**config.mk**
```make
export PLATFORM = sky130hd
export DESIGN_NAME = or16_accum
export DESIGN_NICKNAME = d
export VERILOG_FILES = /design/src/rtl/or16_accum.sv
export SDC_FILE = /design/constraint.sdc
export NUM_CORES = 1
export LEC_CHECK = 0
export BUFFER_PORTS_ARGS = -buffer_cell sky130_fd_sc_hd__buf_2
export CORE_ASPECT_RATIO = 0.5
export CORE_UTILIZATION = 55
export CTS_BUF_LIST = sky130_fd_sc_hd__clkbuf_16
export CTS_CLUSTER_SIZE = 40
export DETAILED_ROUTE_END_ITERATION = 16
export PLACE_DENSITY = 0.79
export SKIP_CTS_REPAIR_TIMING = 1
export SLEW_MARGIN = 10
export SYNTH_ARGS = -nofsm -noshare
export SYNTH_HDL_FRONTEND = slang
export SYNTH_SLANG_ARGS = --single-unit
```
**constraint.sdc**
```tcl
create_clock -name clk -period 4 [get_ports clk]
set_clock_uncertainty 0.1 [all_clocks]
set_input_delay 0.2 -clock clk [delete_from_list [all_inputs] [get_ports clk]]
set_output_delay 0.2 -clock clk [all_outputs]
set_load 0.02 [all_outputs]
```
**src/rtl/or16_accum.sv**
```systemverilog
// OR16_ACCUM: OR-accumulates 16-bit words over a frame and presents the OR, a zero flag and a saturating word count.
// Latency: the result is valid one cycle after the edge that accepts the last word or registers a flush.
// Backpressure: in_ready drops while a result is pending, and the result holds until out_ready is seen.
module or16_accum (
   input  logic        clk,
   input  logic        rst,
   input  logic [15:0] in_data,
   input  logic        in_valid,
   input  logic        in_last,
   output logic        in_ready,
   input  logic        flush,
   output logic [15:0] out_data,
   output logic        out_zero,
   output logic [7:0]  out_count,
   output logic        out_valid,
   input  logic        out_ready
);

   typedef enum logic [1:0] {
      ST_IDLE = 2'd0,
      ST_ACC  = 2'd1,
      ST_DONE = 2'd2
   } state_t;

   state_t      r_state;
   logic [15:0] r_acc;
   logic [7:0]  r_count;
   logic        r_in_ready;
   logic        r_out_valid;
   logic [15:0] r_out_data;
   logic        r_out_zero;
   logic [7:0]  r_out_count;

   logic        w_accept;
   logic [15:0] w_acc_upd;
   logic [7:0]  w_cnt_upd;

   // Values the accumulator and counter take at this edge; IDLE starts a new frame.
   always_comb begin
      w_accept  = in_valid & r_in_ready;
      w_acc_upd = r_acc;
      w_cnt_upd = r_count;
      if (w_accept) begin
         if (r_state == ST_IDLE) begin
            w_acc_upd = in_data;
            w_cnt_upd = 8'd1;
         end else begin
            w_acc_upd = r_acc | in_data;
            w_cnt_upd = (r_count == 8'hFF) ? 8'hFF : r_count + 8'd1;
         end
      end
   end

   // Frame FSM with registered handshake and result outputs.
   always_ff @(posedge clk or posedge rst) begin
      if (rst) begin
         r_state     <= ST_IDLE;
         r_acc       <= 16'h0000;
         r_count     <= 8'd0;
         r_in_ready  <= 1'b1;
         r_out_valid <= 1'b0;
         r_out_data  <= 16'h0000;
         r_out_zero  <= 1'b0;
         r_out_count <= 8'd0;
      end else begin
         case (r_state)
            ST_IDLE, ST_ACC: begin
               r_acc   <= w_acc_upd;
               r_count <= w_cnt_upd;
               // flush only closes a frame that already holds at least one word
               if ((w_accept && in_last) || (r_state == ST_ACC && flush)) begin
                  r_state     <= ST_DONE;
                  r_in_ready  <= 1'b0;
                  r_out_valid <= 1'b1;
                  r_out_data  <= w_acc_upd;
                  r_out_zero  <= (w_acc_upd == 16'h0000);
                  r_out_count <= w_cnt_upd;
               end else if (w_accept) begin
                  r_state <= ST_ACC;
               end
            end
            ST_DONE: begin
               if (out_ready) begin
                  r_state     <= ST_IDLE;
                  r_in_ready  <= 1'b1;
                  r_out_valid <= 1'b0;
                  r_out_data  <= 16'h0000;
                  r_out_zero  <= 1'b0;
                  r_out_count <= 8'd0;
               end
            end
            default: begin
               r_state     <= ST_IDLE;
               r_in_ready  <= 1'b1;
               r_out_valid <= 1'b0;
               r_out_data  <= 16'h0000;
               r_out_zero  <= 1'b0;
               r_out_count <= 8'd0;
            end
         endcase
      end
   end

   assign in_ready  = r_in_ready;
   assign out_valid = r_out_valid;
   assign out_data  = r_out_data;
   assign out_zero  = r_out_zero;
   assign out_count = r_out_count;

endmodule

```
==> qor.txt, run 1 <==
status - complete, but fails checks
failing checks - negative hold slack
ys async rst share - 100%
initial DRC count - 154
input/output buffers - 48
detailed placer's ending HPWL - 3.49 mm
YS warnings - 0
Longest Clk Path Bufs - 2
clk sinks - 53
syn nets - 264
Core Rows - 16
mux cell area share after synthesis - 6.70%
vias - 2041
RSZ-0062 raised after global routing - false
Internal Power - 1450 µW
switching power share of the total - 40.2%
max_cap viols - 0
Clock power frac - 19.7%
worst-path fanout max - 29
number of global-route vias before repair - 1961
Compound-Gate Fraction of Synth Area - 21.7%
max incr delay on CP - 0.80 ns
sequential-to-total area share from yosys stat - 53.1%
Die ar. - 4840 µm²
Tcrit/Tclk final - 72.5%
WL per Instance - 16.3 µm
most frequent cell after synthesis - dfrtp_1
routed vias/inst - 6.06
worst hold-check path type - primary input to asynchronous set/reset pin
xor/xnor cell area share of the yosys netlist - 0%
Total Wirelength - 5.51 mm
crit path launch type - flip-flop
Slew Limit Fails - 0
initial antenna violation count - 0
number of CTS-inserted buffers - 5
LEAKAGE - 0.00146 µW
gr ovfl total - 0
Post-Synth Adder-Cell Area - 0.500%
setup TNS - 0 ns
gr usage total - 24.4%
Post-synth top cells - 52 x dfrtp_1, 28 x nand2_1, 15 x o31ai_1, 14 x a22oi_1, 13 x inv_1
Netlist cell types - 42
Buf/Inv on CP - 1
Mapped Cells - 241
GP Congestion - 0.862
main combinational cell family by area after synthesis - compound AO/OA/AOI/OAI gates
Max VDD drop - 0.414 mV
pin count of the biggest net entering global routing - 54
Combinational Power Share - 43.3%
hold_ws - -0.0497 ns
ys flop type - dfrtp_1
Pwr Density - 821 nW/µm²
Setup violations, final - 0
CP max stage cell - and2_1
worst slew margin relative to its limit - 33.6%
clock transition at the registers of the reported paths - 0.07 ns
critical path, cell by cell - and2_1 > a21o_1 > o22ai_4 > buf_16 > a2111oi_0 > a21o_1
first-pass GRT wire length - 9.27 mm
Critical Path AT - 3.03 ns
Worst path most repeated cell - a21o_1
worst slew pin tran - 0.997 ns
TritonRoute pass-1 iters - 5
Root Driver - clkbuf_16
critical path class - flip-flop to flip-flop
Seq pwr share - 37.0%
CTS tree - yes
worst path required time - 4.13 ns
NetSw - 971 µW
Fin. Hold Viols - 52
Cell Area, Synth - 2500 µm²
I/O pins - 49
height of the die - 49.7 µm
Core Footprint - 4120 µm²
CTS H-Tree Depth - 2
fmax - 345 MHz
delay-heaviest family, CP - compound AO/OA/AOI/OAI gates
area delta synth->final - 17.6%
Initial Util - 60.7%
area leader, netlist - dfrtp_1
post-synthesis simple-gate area fraction - 12.9%
Antenna Violating Nets Remaining - 0
share of cells above drive strength 1 - 23.3%
post-synthesis register bit count - 53
mean area per synthesized cell - 10.4 µm²
CP Capture Type - flip-flop
EDFF count, synth - 0
min Tclk post-route - 2.90 ns
DIE WIDTH - 97.4 µm
nets@finish - 305
Clk Latency, worst-skew pair - 0.29 ns
Yosys top cell area share - 52.0%
Synth area leaders - dfrtp_1 52%, o31ai_1 4.5%, a22oi_1 4.2%
# diodes - 0
DRC - 0
[cells by family (layout without fill, tap and decap cells)]
kind of cell             count (synthesis)  count (layout)
flip-flops                              53              53
buffers and inverters                   29              71
AO/OA/AOI/OAI                           77              77
AND/OR/NAND/NOR                         65              65
multiplexers                            16              16
adder cells (fa/ha/maj)                  1               1
[path summary, 6_finish.rpt]
check	slack (ns)	endpoint	cells after the start	from
worst min-delay path	-0.05	r_acc[12]$_DFFE_PP0P_	2	rst
min in group clk	0.07	r_acc[5]$_DFFE_PP0P_	2	in_data[5]
worst min register to register	0.37	out_data[0]$_DFFE_PP0P_	2	out_data[0]$_DFFE_PP0P_
worst max register to register	1.10	out_count[2]$_DFFE_PP0P_	6	in_ready$_DFFE_PP1P_
max in group asynchronous	3.32	r_acc[3]$_DFFE_PP0P_	2	rst
worst max-delay path	1.10	out_count[2]$_DFFE_PP0P_	6	in_ready$_DFFE_PP1P_
[placed cells by master (no fill, tap or decap), types with 7 or more instances in the layout]
cell type and n:
dfrtp_1 52, buf_2 48, nand2_1 28, o31ai_1 15
a22oi_1 14, inv_1 13, nor2_1 11, a21oi_1 10
mux2i_1 10, a22o_1 9, o21ai_1 7
[registers in the layout, summed over array words and instances, names as in the netlist]
name / cells
in_ready: 1
r_acc: 16
r_count: 8
out_zero: 1
out_count: 8
out_data: 16
out_valid: 1
r_state: 2
[power groups by stage]
stage	clock (µW)	combinational [µW]	sequential [µW]
finish	476	1050	893
global route	501	1170	915
CTS	483	1010	889
detailed placement	0	998	896
global placement	0	977	883
floorplan	0	676	976
[layer usage]
metal / share of wire [%] / global-route usage (%) / routed length [µm]
met1: 47 / 33.5 / 2560
met2: 47 / 39.0 / 2570
met3: 5.6 / 5.53 / 311
met4: 1.1 / 7.60 / 60
met5: 0 / 0 / 0
[cell type report]
type,instances,area [µm²]
Sequential cell,53,1330
Fill cell,299,1180
Multi-Input combinational cell,159,1060
Timing Repair Buffer,50,275
Clock buffer,5,125
Tap cell,54,67.6
Inverter,13,50.0
Clock inverter,3,37.5
[per-stage QoR]
stage               setup slack, ns  total power, µW  area (µm²)  std cells  utilization (%)
floorplan                      2.01             1650        2500        241                -
global placement               1.31             1860        2750        328             66.7
detailed placement             1.20             1890        2750        328             66.7
CTS                            1.18             2380        2910        336             70.7
global route                  0.911             2580        2940        337             71.4
finish                         1.10             2420        2940        337             71.4
Note: power is estimated with default switching activity, not from simulation.
==> inputs of run 2 (changes only) <==
Settings changed: CORE_UTILIZATION 55 to 54, PLACE_DENSITY 0.79 to 0.77.
Clock period 4 ns to 2.8 ns, I/O delays scaled along.
==> qor.txt, run 2 (synthesis results as in run 1) <==
Core Footprint - 4420 µm² (+7.3%)
worst-path fanout max - 15 (-48%)
area delta synth->final - 18.3%
Tcrit/Tclk final - 85.4% (+13 points)
DRC - 3 (+3)
FF-to-FF path depth - 5 (-1)
Root Driver - clkbuf_16
LEAKAGE - 0.00147 µW (+0.67%)
worst path required time - 2.94 ns (-1.19 ns)
final core area utilization - 66.9% (-4.5 points)
WL per Instance - 16.1 µm (-1.6%)
GP Congestion - 0.798 (-7.4%)
clk sinks - 53 (unchanged)
routed vias/inst - 6.03 (-0.45%)
gr ovfl total - 0 (unchanged)
Core Rows - 17 (+1)
vias - 2074 (+1.6%)
TritonRoute pass-1 iters - 10 (+5)
share of cells above drive strength 1 - 24.0% (+0.72 points)
first-pass GRT wire length - 9.58 mm (+3.4%)
nets@finish - 309 (+1.3%)
RSZ-0062 raised after global routing - false
Die ar. - 4930 µm² (+1.8%)
worst slew pin tran - 0.899 ns (-0.0977 ns)
CP Capture Type - flip-flop
Critical Path AT - 2.53 ns (-0.50 ns)
failing checks - design-rule violations, negative hold slack
CTS tree - yes
gr usage total - 25.0% (+0.68 points)
Initial Util - 56.6% (-4.1 points)
most frequent cells in the layout - 52 x dfrtp_1, 48 x buf_2, 28 x nand2_1
I/O pins - 49 (unchanged)
Pwr Density - 1170 nW/µm² (+42%)
setup TNS - 0 ns (unchanged)
Clk Latency, worst-skew pair - 0.29 ns (about the same)
critical path class - flip-flop to flip-flop
hold_ws - -0.0870 ns (-0.0372 ns)
Antenna Violating Nets Remaining - 0 (unchanged)
input/output buffers - 48 (unchanged)
RR Endpoint - out_zero$_DFFE_PP0P_
Setup violations, final - 0 (unchanged)
status - complete, but fails checks
detailed placer's ending HPWL - 3.70 mm (+5.8%)
CTS H-Tree Depth - 2 (unchanged)
crit path launch type - flip-flop
worst hold-check path type - primary input to asynchronous set/reset pin
min Tclk post-route - 2.39 ns (-0.508 ns)
pin count of the biggest net entering global routing - 54 (unchanged)
# diodes - 0 (unchanged)
Slew Limit Fails - 0 (unchanged)
number of global-route vias before repair - 2082 (+6.2%)
Max VDD drop - 0.714 mV (+73%)
fmax - 418 MHz (+21%)
Total Wirelength - 5.53 mm (+0.49%)
number of CTS-inserted buffers - 5 (unchanged)
clock transition at the registers of the reported paths - 0.07 ns (about the same)
DIE WIDTH - 98.3 µm (+0.90%)
reg-to-reg setup timing slack - 0.41 ns (-0.69 ns)
initial DRC count - 109 (-29%)
height of the die - 50.1 µm (+0.89%)
Longest Clk Path Bufs - 2 (unchanged)
worst slew margin relative to its limit - 40.0% (+6.4 points)
commonest non-fill, non-tap cell in the layout - dfrtp_1
initial antenna violation count - 0 (unchanged)
Tot Pwr - 3450 µW (+43%)
Fin. Hold Viols - 52 (unchanged)
RR Startpoint - r_state[0]$_DFFE_PP0P_
max_cap viols - 0 (unchanged)
run 2: routing by layer:
layer,GRT usage [%],up-vias,part of all wire [%]
met2,41.9,60,49
met1,33.0,1032,45
met4,7.46,0,0.92
li1,-,975,-
met3,5.99,7,5.0
met5,0,-,0
run 2: report_power, final:
part | internal, µW | switching [µW]
registers | 1070 | 208
logic | 567 | 922
clock network | 416 | 267
total | 2050 | 1400
run 2: stage by stage:
step	worst slack, ns	cell area, µm²	std cells
floorplan	0.807	2500	241
global placement	0.523	2790	335
detailed placement	0.468	2790	335
CTS	0.435	2950	343
global route	0.237	2960	344
finish	0.409	2960	344
run 2: cell type report:
class	instances	area, µm²
repair buffers	54	288
flip-flops and latches	53	1330
well taps	57	71.3
fillers	362	1470
clock buffers	5	125
multi-input cells	159	1060
inverters	13	50.0
clock inverters	3	37.5
run 2: worst max path at each step:
stage / start / end / slack [ns] / depth (start not counted)
3_5_place_dp: r_state[0]$_DFFE_PP0P_ / out_zero$_DFFE_PP0P_ / 0.47 / 6
2_1_floorplan: in_ready$_DFFE_PP1P_ / out_zero$_DFFE_PP0P_ / 0.81 / 6
6_report: r_state[0]$_DFFE_PP0P_ / out_zero$_DFFE_PP0P_ / 0.41 / 5
4_1_cts: r_state[0]$_DFFE_PP0P_ / out_zero$_DFFE_PP0P_ / 0.44 / 5
3_3_place_gp: r_state[0]$_DFFE_PP0P_ / out_zero$_DFFE_PP0P_ / 0.52 / 5
5_1_grt: r_state[0]$_DFFE_PP0P_ / out_zero$_DFFE_PP0P_ / 0.24 / 5
run 2: critical path, cell delays in order (launching register included):
cell	delay, ns
dfrtp_1	0.55
nand4bb_1	0.53
a22o_1	0.35
or4b_1	0.55
nor4_2	0.15
a21o_1	0.11
